File: src/rtl/pipe_hazard_ctrl.sv
// Per-stage valid/allowin/advance/stall controller with inst-bus and data-bus handshakes.
// Optional PIPE_PERF_EN adds a 32-bit stall counter per stage on perf_stall_cnt.
module pipe_hazard_ctrl #(
    parameter int NSTAGE  = 5,
    parameter int MEM_IDX = 3,
    parameter int DISC_W  = 2
) (
    input  logic                 clk,
    input  logic                 resetn,
    input  logic [NSTAGE-1:0]    stage_ready_go,
    input  logic [NSTAGE-1:0]    stage_flush,
    output logic                 inst_req,
    input  logic                 inst_addr_ok,
    input  logic                 inst_data_ok,
    output logic                 inst_resp_vld,
    input  logic                 mem_ls,
    output logic                 data_req,
    input  logic                 data_addr_ok,
    input  logic                 data_data_ok,
    output logic [NSTAGE-1:0]    stage_valid,
    output logic [NSTAGE-1:0]    stage_allowin,
    output logic [NSTAGE-1:0]    stage_advance,
    output logic [NSTAGE-1:0]    stage_stall
`ifdef PIPE_PERF_EN
    ,
    output logic [32*NSTAGE-1:0] perf_stall_cnt
`endif
);

    localparam logic [DISC_W-1:0] DISC_MAX = '1;

    logic [NSTAGE-1:0] valid_q, valid_d;
    logic              inst_got_q, inst_got_d;
    logic              data_sent_q, data_sent_d;
    logic              data_got_q, data_got_d;
    logic [DISC_W-1:0] disc_cnt_q, disc_cnt_d;

    logic [NSTAGE-1:0] rg;
    logic              deliver;
    logic              disc_full;
    logic              inst_hs;
    logic              data_hs;
    logic              data_ok_acc;
    logic              disc_inc;
    logic              disc_dec;

    // The allowin chain is resolved from WB backwards; WB always accepts.
    always_comb begin : comb_handshake
        logic chain;
        disc_full     = (disc_cnt_q == DISC_MAX);
        deliver       = inst_data_ok & (disc_cnt_q == '0) & valid_q[0] & ~inst_got_q;
        data_req      = valid_q[MEM_IDX] & mem_ls & ~data_sent_q;
        data_hs       = data_req & data_addr_ok;
        data_ok_acc   = data_data_ok & (data_sent_q | data_hs);
        rg            = '0;
        stage_allowin = '0;
        stage_advance = '0;
        for (int i = 0; i < NSTAGE; i++) begin
            if (i == 0) begin
                rg[i] = stage_ready_go[i] & (inst_got_q | deliver);
            end else if (i == MEM_IDX) begin
                rg[i] = stage_ready_go[i] & (~mem_ls | data_got_q | data_ok_acc);
            end else begin
                rg[i] = stage_ready_go[i];
            end
        end
        chain = 1'b1;
        for (int i = NSTAGE - 1; i >= 0; i--) begin
            stage_advance[i] = valid_q[i] & rg[i] & chain;
            if (i == NSTAGE - 1) begin
                stage_allowin[i] = 1'b1;
            end else begin
                stage_allowin[i] = ~valid_q[i] | (rg[i] & chain);
            end
            chain = stage_allowin[i];
        end
        stage_valid   = valid_q;
        stage_stall   = valid_q & ~stage_advance;
        inst_req      = resetn & stage_allowin[0] & ~(valid_q[0] & ~stage_advance[0]) & ~disc_full;
        inst_hs       = inst_req & inst_addr_ok;
        inst_resp_vld = deliver;
    end

    always_comb begin : comb_next
        valid_d = valid_q;
        for (int i = 1; i < NSTAGE; i++) begin
            if ((i < MEM_IDX) && stage_flush[i]) begin
                valid_d[i] = 1'b0;
            end else if (stage_allowin[i]) begin
                valid_d[i] = stage_advance[i-1];
            end
        end
        if (inst_hs) begin
            valid_d[0] = 1'b1;
        end else if (stage_flush[0] | stage_advance[0]) begin
            valid_d[0] = 1'b0;
        end

        inst_got_d = inst_got_q;
        if (inst_hs | stage_advance[0] | stage_flush[0]) begin
            inst_got_d = 1'b0;
        end else if (deliver) begin
            inst_got_d = 1'b1;
        end

        // A flushed fetch whose response is not arriving now leaves an orphan to drop later.
        disc_dec   = inst_data_ok & (disc_cnt_q != '0);
        disc_inc   = stage_flush[0] & valid_q[0] & ~inst_got_q & ~deliver;
        disc_cnt_d = disc_cnt_q;
        if (disc_inc & ~disc_dec) begin
            disc_cnt_d = disc_cnt_q + DISC_W'(1);
        end else if (disc_dec & ~disc_inc) begin
            disc_cnt_d = disc_cnt_q - DISC_W'(1);
        end

        data_sent_d = data_sent_q;
        data_got_d  = data_got_q;
        if (stage_advance[MEM_IDX]) begin
            data_sent_d = 1'b0;
            data_got_d  = 1'b0;
        end else begin
            if (data_hs) begin
                data_sent_d = 1'b1;
            end
            if (data_ok_acc) begin
                data_got_d = 1'b1;
            end
        end
    end

    always_ff @(posedge clk or negedge resetn) begin
        if (!resetn) begin
            valid_q     <= '0;
            inst_got_q  <= 1'b0;
            data_sent_q <= 1'b0;
            data_got_q  <= 1'b0;
            disc_cnt_q  <= '0;
        end else begin
            valid_q     <= valid_d;
            inst_got_q  <= inst_got_d;
            data_sent_q <= data_sent_d;
            data_got_q  <= data_got_d;
            disc_cnt_q  <= disc_cnt_d;
        end
    end

`ifdef PIPE_PERF_EN
    logic [32*NSTAGE-1:0] perf_q, perf_d;

    always_comb begin
        perf_d = perf_q;
        for (int i = 0; i < NSTAGE; i++) begin
            perf_d[32*i +: 32] = perf_q[32*i +: 32] + {31'd0, stage_stall[i]};
        end
    end

    always_ff @(posedge clk or negedge resetn) begin
        if (!resetn) begin
            perf_q <= '0;
        end else begin
            perf_q <= perf_d;
        end
    end

    assign perf_stall_cnt = perf_q;
`endif

endmodule

File: config.mk
export PLATFORM = sky130hd
export DESIGN_NAME = pipe_hazard_ctrl
export DESIGN_NICKNAME = d
export VERILOG_FILES = /design/src/rtl/pipe_hazard_ctrl.sv
export SDC_FILE = /design/constraint.sdc
export NUM_CORES = 1
export LEC_CHECK = 0
export ABC_AREA = 1
export BUFFER_PORTS_ARGS = -buffer_cell sky130_fd_sc_hd__buf_4
export CORE_MARGIN = 5
export CORE_UTILIZATION = 44
export CTS_CLUSTER_SIZE = 28
export DETAILED_ROUTE_END_ITERATION = 7
export PLACE_DENSITY = 0.82
export SETUP_SLACK_MARGIN = 0.1
export SLEW_MARGIN = 25
export SYNTH_ARGS = -nofsm -noshare
export SYNTH_HDL_FRONTEND = slang
export SYNTH_SLANG_ARGS = --single-unit
File: constraint.sdc
create_clock -name clk -period 3.8 [get_ports clk]
set_clock_uncertainty 0.2 [all_clocks]
set_input_delay 0.57 -clock clk [delete_from_list [all_inputs] [get_ports clk]]
set_output_delay 0.57 -clock clk [all_outputs]
set_load 0.05 [all_outputs]
==> results of run 1 <==
[sequential cells by signal, indices dropped and copies added (netlist names)]
signal       cells
disc_cnt_q       2
stage_valid      5
data_got_q       1
data_sent_q      1
inst_got_q       1
[how the worst min path moves through the flow]
stage / from / to / slack (ns) / depth (start not counted)
finish: stage_flush[2] / stage_valid[2] / 0.25 / 2
global route: stage_flush[2] / stage_valid[2] / 0.25 / 2
CTS: stage_flush[2] / stage_valid[2] / 0.24 / 2
detailed placement: resetn / inst_got_q / 0.21 / 1
global placement: resetn / inst_got_q / 0.21 / 1
floorplan: resetn / data_got_q / 0.07 / 0
[stage by stage]
step | setup WS [ns] | utilization, % | instances | cell area, sq um
after floorplan | 0.235 | - | 82 | 634
after global placement | 1.21 | 67.5 | 130 | 901
after detailed placement | 1.17 | 67.5 | 130 | 901
after CTS | 1.11 | 71.0 | 135 | 947
after global routing | 0.942 | 71.0 | 135 | 947
final | 1.15 | 71.0 | 135 | 947
[layout make-up]
cell class / instances / area, sq um / share of cell area [%]
Timing Repair Buffer: 37 / 280 / 29.6
Multi-Input combinational cell: 46 / 275 / 29.1
Sequential cell: 10 / 250 / 26.4
Inverter: 23 / 86.3 / 9.11
Clock buffer: 4 / 36.3 / 3.83
Tap cell: 15 / 18.8 / 1.98
[power groups by stage]
stage	registers, mW	logic, mW	clock network [mW]
2_1_floorplan	0.156	0.125	0
3_3_place_gp	0.147	0.180	0
3_5_place_dp	0.147	0.184	0
4_1_cts	0.145	0.186	0.0957
5_1_grt	0.148	0.201	0.102
6_report	0.145	0.183	0.0924
[timing repair]
action	in CTS	in global routing
endpoints found under the hold margin	10	0
hold buffers	1	0
setup buffers	0	0
[layer usage]
layer	up-vias	global-route usage, %	part of all wire (%)
met5	-	0	0
met4	0	6.45	1.7
met3	5	4.89	16
met2	33	21.4	40
met1	241	17.6	42
li1	316	-	-
[kinds of logic (layout without fill, tap and decap cells)]
logic type	after synthesis	in the layout	share of synthesized area (%)
buffers and inverters	26	64	17.2
AO/OA/AOI/OAI	9	9	7.89
AND/OR/NAND/NOR	33	33	30.2
other	1	1	0.591
adder cells (fa/ha/maj)	1	1	1.97
XOR/XNOR	2	2	2.76
flip-flops	10	10	39.4
[Yosys cell counts]
| library cell | count | area, sq um |
|---|---|---|
| dfrtp_1 | 10 | 250 |
| inv_2 | 1 | 3.75 |
| nand3_1 | 3 | 15.0 |
| nand2_1 | 7 | 26.3 |
| a21oi_1 | 3 | 15.0 |
| xnor2_1 | 1 | 8.76 |
| nand3b_1 | 1 | 7.51 |
| inv_1 | 22 | 82.6 |
| conb_1 | 1 | 3.75 |
| o21ai_0 | 4 | 20.0 |
| buf_4 | 3 | 22.5 |
| nand2_4 | 6 | 67.6 |
| nor2_1 | 9 | 33.8 |
| o311ai_0 | 1 | 8.76 |
| nand2_2 | 5 | 31.3 |
| nor3_1 | 2 | 10.0 |
| ha_1 | 1 | 12.5 |
| xor2_1 | 1 | 8.76 |
| a31oi_1 | 1 | 6.26 |
==> reports/metrics.cfg, run 1 <==
[sta]
slew_violations = 0
clock.fmax_ghz = 0.378
finalCriticalPeriod_ns = 2.65
final_hold_viol_count = 0
rsz0062_at_grt = no
fin_setup_tns_ns = 0
finalSetupViolCount = 0
whs_ns = 0.248
fin_crit_sh_pct = 69.6

[final_layout]
final_nets = 139
drive_gt1_share_pct = 43.3
final_common_cell = buf_4
num_antenna_cells = 0
nFillCells = 116
syn2layout_area_growth_pct = 49.3
mostFrequentLayoutCells = buf_4, inv_1, dfrtp_1

[power_and_ir_drop]
p_sw_share_pct = 40.6
p_seq_share_pct = 34.4
clock_power_share_pct = 22.0
pwr-share-comb_pct = 43.6
total_leakage_power_nw = 0.588
total_power_mw = 0.420
p_int_mw = 0.250
p_sw_mw = 0.171
peakVddDrop_uv = 321
powerDensity_nw_per_um2 = 444

[logic_synthesis]
synth_cell_types = 19
syn_area_per_cell_sq_um = 7.74
syn-num-nets = 100
ys_seq_elements = 10
yosys_warnings = 0
postSynthCellCount = 82
synth_area_sq_um = 634
yosysSeqAreaShare_pct = 39.4

[drt]
drtPass1Iterations = 4
drtAntennaViolNets = 0
drt_iter0_markers = 8
routed-via-count = 595
wire_per_inst_um = 9.94
wirelength_um = 1340
drc = 0
vias_per_cell = 4.41

[setup_path]
critPathTopFamily = simple AND/OR/NAND/NOR gates
rr_endpoint = disc_cnt_q[1]
r2r_start = stage_valid[0]
critPathMaxFanout = 5
crit_path_top_delay_cell = dfrtp_1
path_cells = nand3_1 > nand2_2 > nand2_2 > nand2_2 > nand2_2 > nand2_2 > nand2_4 > nand2_4 > nand2_4 > nand2_4 > nand2_4 > nand2_4 > inv_2 > nor2_1 > buf_4
cp_num_buf_inv = 2
path_depth = 15
r2r_cells = 7
cp-end-kind = primary output
crit_path_start = stage_valid[3]
critPathMaxStageDelay_ns = 0.40
cp-start-kind = flop
cp_common_cell = nand2_4
crit_required_ns = 3.03
endpoint = inst_req
path_class = reg -> out
reg2reg_setup_slack_ns = 1.89
arrival_ns = 1.88

[die]
die-area_sq_um = 2300
core_area_sq_um = 1330
die_h_um = 48.0
start_util_pct = 47.6
ioPinCount = 40
die_x_um = 48.0
row_count = 13

[clock_network]
numClockSinks = 10
cts_buffers = 3
htreeDepth = 1
clock_latency_ns = 0.26
cts_root_buffer = clkbuf_4
tritoncts = done
clk_pin_slew_ns = 0.06
cts.repair.resized = 0
clockBufferDepth = 2

[grt]
grt-ovfl-total = 0
grt_max_degree = 12
grt_first_pass_wirelength_um = 2230
antenna_found_initial = 0
first_global_vias = 548
grt_usage_pct = 14.0

[outcome]
status = finished clean

[placed_design]
portBuffers = 36
place_hpwl_um = 1170
routabilityCongestion = 0.742

[worst_hold_path]
hp-class = in -> reg

[job]
maxCapViolCount = 0

(Power assumes the default switching activity.)
==> run 2: changes to the inputs <==
Settings changed: CORE_UTILIZATION 44 to 41, PLACE_DENSITY 0.82 to 0.78.
Clock period 3.8 ns to 2.7 ns, I/O delays scaled along.
==> run 2 against run 1 <==
  * Combinational power is 57% higher
  * Clock power is 14% higher
  * Power is 43% higher
  * Cell area is 8.7% higher
  * Core utilization is 1.9 points lower
  * Sequential cell count stayed put
  * Via count is 3.0% higher
  * Worst setup slack worse by 0.95 ns
  * Final cell count is 0.74% higher
  * Global-route usage is 0.43 points lower
  * Die area is 5.8% higher
  * Critical path type unchanged
  * Largest power group unchanged
==> reports/metrics.cfg, run 2 (synthesized netlist as in run 1, its figures left out) <==
[grt]
grt_max_degree = 12  ; unchanged
grt_first_pass_wirelength_um = 2620  ; +18%
antenna_found_initial = 0  ; unchanged
grt-ovfl-total = 0  ; unchanged
grt_usage_pct = 13.6  ; -0.43 points
first_global_vias = 619  ; +13%

[clock_network]
cts_buffers = 3  ; unchanged
htreeDepth = 1  ; unchanged
clockBufferDepth = 2  ; unchanged
clk_pin_slew_ns = 0.06  ; about the same
cts_root_buffer = clkbuf_4
clock_latency_ns = 0.26  ; about the same
post_cts_buffers = 0  ; unchanged
numClockSinks = 10  ; unchanged
tritoncts = done

[drt]
routed-via-count = 613  ; +3.0%
drc = 0  ; unchanged
drtAntennaViolNets = 0  ; unchanged
wire_per_inst_um = 11.0  ; +11%
drtPass1Iterations = 4  ; unchanged
vias_per_cell = 4.51  ; +2.3%
wirelength_um = 1500  ; +11%
drt_iter0_markers = 11  ; +3

[setup_path]
crit_required_ns = 2.10  ; -0.93 ns
cp-end-kind = primary output
reg2reg_setup_slack_ns = 0.73  ; -1.16 ns
critPathMaxFanout = 5  ; unchanged
endpoint = inst_req
crit_path_start = stage_valid[3]
rr_endpoint = disc_cnt_q[1]
r2r_cells = 7  ; unchanged
arrival_ns = 1.89  ; about the same
r2r_start = stage_valid[0]
cp-start-kind = flop
path_class = reg -> out

[power_and_ir_drop]
total_leakage_power_nw = 0.576  ; -2.0%
p_int_mw = 0.341  ; +37%
p_sw_share_pct = 43.2  ; +2.6 points
p_seq_share_pct = 34.6  ; +0.2 points
pwr-share-comb_pct = 48.0  ; +4.4 points
p_sw_mw = 0.259  ; +52%
clock_power_share_pct = 17.4  ; -4.6 points
peakVddDrop_uv = 558  ; +73%
powerDensity_nw_per_um2 = 583  ; +31%

[placed_design]
routabilityCongestion = 0.758  ; +2.2%
portBuffers = 36  ; unchanged
place_hpwl_um = 1290  ; +10%

[die]
die_h_um = 49.3  ; +2.8%
core_area_sq_um = 1490  ; +12%
ioPinCount = 40  ; unchanged
die_x_um = 49.3  ; +2.8%
die-area_sq_um = 2430  ; +5.8%
start_util_pct = 42.6  ; -5.0 points
row_count = 14  ; +1

[sta]
fin_setup_tns_ns = 0  ; unchanged
finalCriticalPeriod_ns = 2.49
slew_violations = 0  ; unchanged
slew-limit-headroom_pct = 64.7
finalSetupViolCount = 0  ; unchanged
clock.fmax_ghz = 0.401
worst_slew_pin_slew_ns = 0.524
final_hold_viol_count = 0  ; unchanged
rsz0062_at_grt = no
fin_crit_sh_pct = 92.3

[final_layout]
post-route-util_pct = 69.2  ; -1.9 points
num_antenna_cells = 0  ; unchanged
syn2layout_area_growth_pct = 62.3
mostFrequentLayoutCells = buf_4, inv_1, dfrtp_1
nFillCells = 129  ; +11%
drive_gt1_share_pct = 45.0  ; +1.7 points
final_common_cell = buf_4
largest_reg_flops = 5  ; unchanged
final_nets = 139  ; unchanged

[worst_hold_path]
hp-class = in -> reg
holdPathStages = 2  ; unchanged
min-delay-start = stage_flush[2]

[outcome]
status = finished clean

[job]
maxCapViolCount = 0  ; unchanged

## run 2: final cells by class
type | instances | area (sq um) | area share, %
multi-input combinational | 46 | 350 | 34.0
tap | 16 | 20.0 | 1.94
timing repair buffer | 37 | 288 | 27.9
sequential | 10 | 254 | 24.7
clock buffer | 4 | 26.3 | 2.55
inverter | 23 | 91.3 | 8.87
## run 2: worst min path at each step
stage,to
2_1_floorplan,data_got_q
3_3_place_gp,stage_valid[0]
3_5_place_dp,stage_valid[0]
4_1_cts,stage_valid[2]
5_1_grt,stage_valid[1]
6_report,stage_valid[2]
## run 2: worst max-delay path: stages, from the launching register on
cell     delay [ns]
dfrtp_4        0.52
nand3_2        0.08
nand2_2        0.06
nand2_2        0.06
nand2_2        0.06
nand2_4        0.09
nand2_8        0.07
nand2_8        0.07
nand2_8        0.06
nand2_8        0.07
nand2_8        0.06
nand2_8        0.07
nand2_4        0.06
inv_6          0.07
nor2_4         0.04
buf_8          0.16
## run 2: layer usage
layer | global-route usage, % | up-vias | share of wire (%)
met3 | 5.81 | 4 | 14
met5 | 0 | - | 0
met1 | 13.8 | 260 | 35
met2 | 23.8 | 33 | 49
met4 | 5.38 | 0 | 2.0
li1 | - | 316 | -
## run 2: power groups by stage
stage                     Sequential (mW)  Combinational [mW]  Clock [mW]
final                               0.208               0.288       0.105
after global routing                0.211               0.315       0.114
after CTS                           0.207               0.278       0.105
after detailed placement            0.209               0.277           0
after global placement              0.208               0.268           0
after floorplan                     0.220               0.191           0
## run 2: through the flow
| step | std cells | total power, mW | hold slack, ns | worst slack [ns] | instance area, sq um |
|---|---|---|---|---|---|
| floorplan | 82 | 0.412 | -0.0906 | 0.104 | 687 |
| CTS | 136 | 0.590 | 0.0855 | 0.101 | 991 |
| finish | 136 | 0.600 | 0.0822 | 0.207 | 1030 |
| detailed placement | 131 | 0.485 | 0.0416 | 0.392 | 955 |
| global placement | 131 | 0.476 | 0.0426 | 0.422 | 955 |
| global route | 136 | 0.640 | 0.0862 | 0.0969 | 1030 |
## run 2: repair_timing
item                                   4_1_cts  5_1_grt
setup endpoints to repair                    0        2
hold buffers                                 1        0
endpoints found under the hold margin       10        0
gates resized for setup                      0        6
